<file path="src/rtl/match_pkg.sv">
// rtl/match_pkg.sv - shared types, mode constants and digit-count helper for match_pair_seq
package match_pkg;

    // Controller states: wait for an operand pair, scan digits, present the result
    typedef enum logic [1:0] {
        IDLE = 2'd0,
        SCAN = 2'd1,
        DONE = 2'd2
    } state_t;

    // Ways of combining the per-operand match flags
    localparam int MODE_AND = 0;
    localparam int MODE_OR  = 1;

    // Number of DIGIT-bit slices in a WIDTH-bit operand
    function automatic int num_digits(input int width, input int digit);
        return width / digit;
    endfunction

endpackage

</file>
<file path="src/rtl/digit_eq.sv">
// rtl/digit_eq.sv - DIGIT-bit slice equality comparator
//
// Ports:
//   a   in  DIGIT  operand slice
//   b   in  DIGIT  target slice
//   eq  out 1      1 when a equals b
module digit_eq #(
    parameter int DIGIT = 8
) (
    input  logic [DIGIT-1:0] a,
    input  logic [DIGIT-1:0] b,
    output logic             eq
);

    assign eq = (a == b);

endmodule

</file>
<file path="src/rtl/match_pair_seq.sv">
// rtl/match_pair_seq.sv - digit-serial comparison of an operand pair against constant targets
//
// Ports:
//   clk        in  1      rising-edge clock
//   rst        in  1      synchronous active-high reset
//   in_valid   in  1      operand pair offered
//   in_ready   out 1      block can accept a pair (IDLE only)
//   x, y       in  WIDTH  operands, captured on accept
//   out_valid  out 1      result available (DONE only)
//   out_ready  in  1      consumer takes the result
//   out        out 1      (x==TARGET_X) AND/OR (y==TARGET_Y), per MODE
//   hit_count  out CNT_W  saturating count of delivered results equal to 1
module match_pair_seq
    import match_pkg::*;
#(
    parameter int               WIDTH      = 32,
    parameter int               DIGIT      = 8,
    parameter logic [WIDTH-1:0] TARGET_X   = WIDTH'(9001),
    parameter logic [WIDTH-1:0] TARGET_Y   = WIDTH'(1337),
    parameter int               MODE       = MODE_AND,
    parameter int               CONST_TIME = 1,
    parameter int               CNT_W      = 16
) (
    input  logic             clk,
    input  logic             rst,
    input  logic             in_valid,
    output logic             in_ready,
    input  logic [WIDTH-1:0] x,
    input  logic [WIDTH-1:0] y,
    output logic             out_valid,
    input  logic             out_ready,
    output logic             out,
    output logic [CNT_W-1:0] hit_count
);

    localparam int N  = num_digits(WIDTH, DIGIT);
    localparam int DW = (N > 1) ? $clog2(N) : 1;

    generate
        if ((WIDTH % DIGIT) != 0) begin : g_bad_digit
            $error("match_pair_seq: WIDTH must be a multiple of DIGIT");
        end
    endgenerate

    state_t             state_q, state_d;
    logic [DW-1:0]      d_q, d_d;
    logic [WIDTH-1:0]   x_q, x_d;
    logic [WIDTH-1:0]   y_q, y_d;
    logic               eq_x_q, eq_x_d;
    logic               eq_y_q, eq_y_d;
    logic [CNT_W-1:0]   hit_q, hit_d;

    logic [DIGIT-1:0]   x_slice, y_slice, tx_slice, ty_slice;
    logic               x_dig_eq, y_dig_eq;
    logic               eq_x_upd, eq_y_upd;
    logic               decided;
    logic               result;

    // Slice selection lives here so digit_eq stays a pure comparator
    always_comb begin
        x_slice  = x_q[int'(d_q)*DIGIT +: DIGIT];
        y_slice  = y_q[int'(d_q)*DIGIT +: DIGIT];
        tx_slice = TARGET_X[int'(d_q)*DIGIT +: DIGIT];
        ty_slice = TARGET_Y[int'(d_q)*DIGIT +: DIGIT];
    end

    digit_eq #(.DIGIT(DIGIT)) u_eq_x (
        .a  (x_slice),
        .b  (tx_slice),
        .eq (x_dig_eq)
    );

    digit_eq #(.DIGIT(DIGIT)) u_eq_y (
        .a  (y_slice),
        .b  (ty_slice),
        .eq (y_dig_eq)
    );

    always_comb begin
        eq_x_upd = eq_x_q & x_dig_eq;
        eq_y_upd = eq_y_q & y_dig_eq;
        // Result is settled once no remaining digit can turn it back to 1
        if (MODE == MODE_OR) begin
            decided = ~eq_x_upd & ~eq_y_upd;
            result  = eq_x_q | eq_y_q;
        end else begin
            decided = ~eq_x_upd | ~eq_y_upd;
            result  = eq_x_q & eq_y_q;
        end
    end

    always_comb begin
        state_d = state_q;
        d_d     = d_q;
        x_d     = x_q;
        y_d     = y_q;
        eq_x_d  = eq_x_q;
        eq_y_d  = eq_y_q;
        hit_d   = hit_q;

        case (state_q)
            IDLE: begin
                if (in_valid) begin
                    x_d     = x;
                    y_d     = y;
                    d_d     = '0;
                    eq_x_d  = 1'b1;
                    eq_y_d  = 1'b1;
                    state_d = SCAN;
                end
            end
            SCAN: begin
                eq_x_d = eq_x_upd;
                eq_y_d = eq_y_upd;
                d_d    = d_q + DW'(1);
                // Early exit is suppressed when CONST_TIME is set so latency is data-independent
                if (d_q == DW'(N-1) || (CONST_TIME == 0 && decided)) begin
                    state_d = DONE;
                end
            end
            DONE: begin
                if (out_ready) begin
                    state_d = IDLE;
                    if (result && hit_q != {CNT_W{1'b1}}) begin
                        hit_d = hit_q + CNT_W'(1);
                    end
                end
            end
            default: begin
                state_d = IDLE;
            end
        endcase
    end

    always_ff @(posedge clk) begin
        if (rst) begin
            state_q <= IDLE;
            d_q     <= '0;
            x_q     <= '0;
            y_q     <= '0;
            eq_x_q  <= 1'b0;
            eq_y_q  <= 1'b0;
            hit_q   <= '0;
        end else begin
            state_q <= state_d;
            d_q     <= d_d;
            x_q     <= x_d;
            y_q     <= y_d;
            eq_x_q  <= eq_x_d;
            eq_y_q  <= eq_y_d;
            hit_q   <= hit_d;
        end
    end

    assign in_ready  = (state_q == IDLE);
    assign out_valid = (state_q == DONE);
    assign out       = (state_q == DONE) & result;
    assign hit_count = hit_q;

endmodule
</file>
<file path="config.mk">
export PLATFORM = sky130hd
export DESIGN_NAME = match_pair_seq
export DESIGN_NICKNAME = d
export VERILOG_FILES = /design/src/rtl/match_pkg.sv /design/src/rtl/digit_eq.sv /design/src/rtl/match_pair_seq.sv
export SDC_FILE = /design/constraint.sdc
export NUM_CORES = 1
export LEC_CHECK = 0
export ABC_CLOCK_PERIOD_IN_PS = 6660
export BUFFER_PORTS_ARGS = -buffer_cell sky130_fd_sc_hd__clkbuf_2
export CAP_MARGIN = 20
export CELL_PAD_IN_SITES_DETAIL_PLACEMENT = 0
export CELL_PAD_IN_SITES_GLOBAL_PLACEMENT = 1
export CORE_MARGIN = 2
export CORE_UTILIZATION = 41
export CTS_BUF_LIST = sky130_fd_sc_hd__clkbuf_4 sky130_fd_sc_hd__clkbuf_8 sky130_fd_sc_hd__clkbuf_16
export DETAILED_ROUTE_END_ITERATION = 12
export PLACE_DENSITY = 0.95
export SLEW_MARGIN = 10
export SYNTH_ARGS = -nofsm -noshare
export SYNTH_HDL_FRONTEND = slang
export SYNTH_SLANG_ARGS = --single-unit
</file>
<file path="constraint.sdc">
create_clock -name clk -period 6.66 [get_ports clk]
set_clock_uncertainty 0.2 [all_clocks]
set_input_delay 0.333 -clock clk [delete_from_list [all_inputs] [get_ports clk]]
set_output_delay 0.333 -clock clk [all_outputs]
set_load 0.005 [all_outputs]
</file>
==> flow_metrics.tcl <==
set metrics [dict create \
    status "finished, final reports clean" \
    p_comb_share_pct 12.1 \
    critPathArrivalTime_ns 2.72 \
    die_width_um 97.4 \
    slew_violations 0 \
    cpPeakStageDelay_ns 0.81 \
    path_class "register to register" \
    gp_congestion 0.820 \
    routed_wl_mm 8.51 \
    fin_hold_ws_ns 0.00539 \
    worst_slew_pin_slew_ns 0.891 \
    grt_max_degree 88 \
    synthMostInstantiatedCell "nand2_1" \
    cp_max_fo 16 \
    first_pass_iters 4 \
    power_switching_mw 0.272 \
    synth_top_area_share_pct 48.2 \
    fin_setup_tns_ns 0 \
    met1_usage_pct 21.9 \
    clk_pin_slew_ns 0.08 \
    via_per_inst 5.08 \
    p_leak_nw 1.85 \
    syn_area_um2 3570 \
    grt_antenna_before_repair 0 \
    syn_to_final_growth_pct 31.3 \
    ys_top_cells_by_count "nand2_1 (138), dfxtp_1 (86), a21oi_1 (70)" \
    final_cell_area_um2 4690 \
    regArea_um2 1720 \
    yosys.area.top_type "dfxtp_1" \
    path_cells "mux4_2, or4_1, nand2_1, o2111ai_2, a211oi_2" \
    cts_buffer_depth 2 \
    power_per_cell_area_nw_per_um2 226 \
    worstHoldPathType "input pin to register" \
    antennaDiodeCount 0 \
    ctsResizeCount 0 \
    setup_viol 0 \
    grtUsageMet3_pct 4.39 \
    ys_async_sr_fraction_pct 0 \
    placed_area_um2 4040 \
    met2_usage_pct 32.3 \
    vias 3381 \
    die_y_um 97.4 \
    crit_path_end_kind "register" \
    grt_pass1_wl_mm 14.2 \
    cp-start-kind "register" \
    max_freq_mhz 377 \
    synthTopCellsByArea "dfxtp_1 (48%), nand2_1 (14%), a21oi_1 (9.8%)" \
    syn_nets 512 \
    intPower_mw 0.791 \
    nFillCells 844 \
    ys_seq_area_share_pct 48.2 \
    yosysWarnings 0 \
    cts_made_buffers 9 \
    nets 624 \
    clkLatencyLatePin_ns 0.35 \
    wl_per_cell_um 12.8 \
    dieArea_um2 9480 \
    rsz0062_at_grt "false" \
    initial_utilization_pct 41.6 \
    cts_tree "yes" \
    maxCapViolCount 0 \
    hpwl_mm 5.66 \
    drc_errors 0 \
    grt.total_usage_pct 18.3 \
    io_pins 87 \
    ir_drop_mv 0.125 \
    ys_seq_elements 86 \
    row_count 34 \
    antenna_left 0 \
    drtIter0Drc 175 \
    synth_edf_count 0 \
    clkPwrFrac_pct 35.4 \
    synth_flop_cell "dfxtp_1" \
    drive_gt1_share_pct 21.2 \
    top_usage_layer "met2" \
    port_buffers 86 \
    fin_crit_sh_pct 39.8 \
    root_buffer "clkbuf_8" \
    cts_setup_buffers 0 \
    seqPwrFrac_pct 52.5 \
    overflow 0 \
    fin_crit_ns 2.65 \
    syn_avg_cell_area_um2 8.12 \
    crit_required_ns 6.73 \
    cts.sinks 86 \
    power_mw 1.06 \
    multiInputGateArea_um2 1720 \
    crit_slowest_cell "dfxtp_1" \
    switching_share_pct 25.6 \
    max_slew_margin_pct 40.6 \
    htreeDepth 3 \
    first_global_vias 3180 \
    synth_cells 440 \
    hold_viol 0 \
    coreArea_um2 8590 \
    yosysUniqueCellTypes 43 \
]
[timing repair]
| action | in CTS | in global routing |
|---|---|---|
| hold endpoints to repair | 37 | 3 |
| hold buffers | 37 | 3 |
| endpoints found under the setup margin | 0 | 0 |
[sequential cells by signal, summed over array words and instances, names as in the netlist]
signal     flops
eq_y_q         1
y_q           32
d_q            2
x_q           32
state_q        2
eq_x_q         1
hit_count     16
[placed cells by master (no fill, tap or decap), types with 5 or more instances in the layout]
| cell | instances |
|---|---|
| nor2_1 | 22 |
| a21oi_1 | 70 |
| dfxtp_1 | 86 |
| nand2_1 | 137 |
| dlygate4sd3_1 | 40 |
| a211oi_1 | 5 |
| nor3_1 | 6 |
| nand4_1 | 5 |
| inv_1 | 7 |
| nor4_1 | 7 |
| xnor2_1 | 14 |
| clkbuf_2 | 86 |
| clkbuf_8 | 10 |
| or4_1 | 5 |
| mux4_2 | 5 |
| nand3_1 | 7 |
[cells by family (layout without fill, tap and decap cells)]
group	Yosys count	in the layout	synth area share [%]
AOI/OAI and AO/OA	87	87	13.8
xor gates and xnor gates	14	14	3.43
adders and majority gates	4	4	1.40
buffers and inverters	36	153	3.85
DFF	86	86	48.2
muxes	7	7	4.17
and+or+nand+nor	206	206	25.2
[through the flow]
step / setup WS [ns] / util [%] / cells
2_1_floorplan: 4.51 / - / 440
3_3_place_gp: 4.10 / 47.1 / 607
3_5_place_dp: 4.01 / 47.1 / 607
4_1_cts: 3.98 / 53.8 / 660
5_1_grt: 3.84 / 54.6 / 665
6_report: 4.01 / 54.6 / 665
[area by class of cell]
class / instances / area share (%)
sequential: 86 / 36.7
multi-input combinational: 318 / 36.6
timing repair buffer: 129 / 18.7
clock buffer: 10 / 2.93
tap: 108 / 2.88
clock inverter: 6 / 1.49
inverter: 8 / 0.640
[path summary, 6_finish.rpt]
path	from	slack [ns]	depth (start not counted)	to
worst max register to register	d_q[0]	4.01	5	eq_y_q
worst min-delay path	y[15]	0.005	3	y_q[15]
worst min register to register	y_q[18]	0.26	2	y_q[18]
worst max-delay path	d_q[0]	4.01	5	eq_y_q
[power groups by stage]
stage	combinational, mW	clock (mW)	sequential, mW
after floorplan	0.0756	0	0.562
after global placement	0.104	0	0.569
final	0.129	0.376	0.558
after CTS	0.125	0.383	0.558
after detailed placement	0.107	0	0.570
after global routing	0.145	0.408	0.561
[critical path, delay by kind of cell (launching register included)]
family	cells	cell delay (ns)
simple gates	2	0.61
compound gates	2	0.34
mux	1	0.61
flops	1	0.81
[routing by layer]
metal  routed length [µm]  up-vias
li1                     -     1716
met1                 3700     1565
met2                 4270       89
met3                  411       11
met4                  127        0
met5                    0        -
Power figures use the tool's default switching activity.
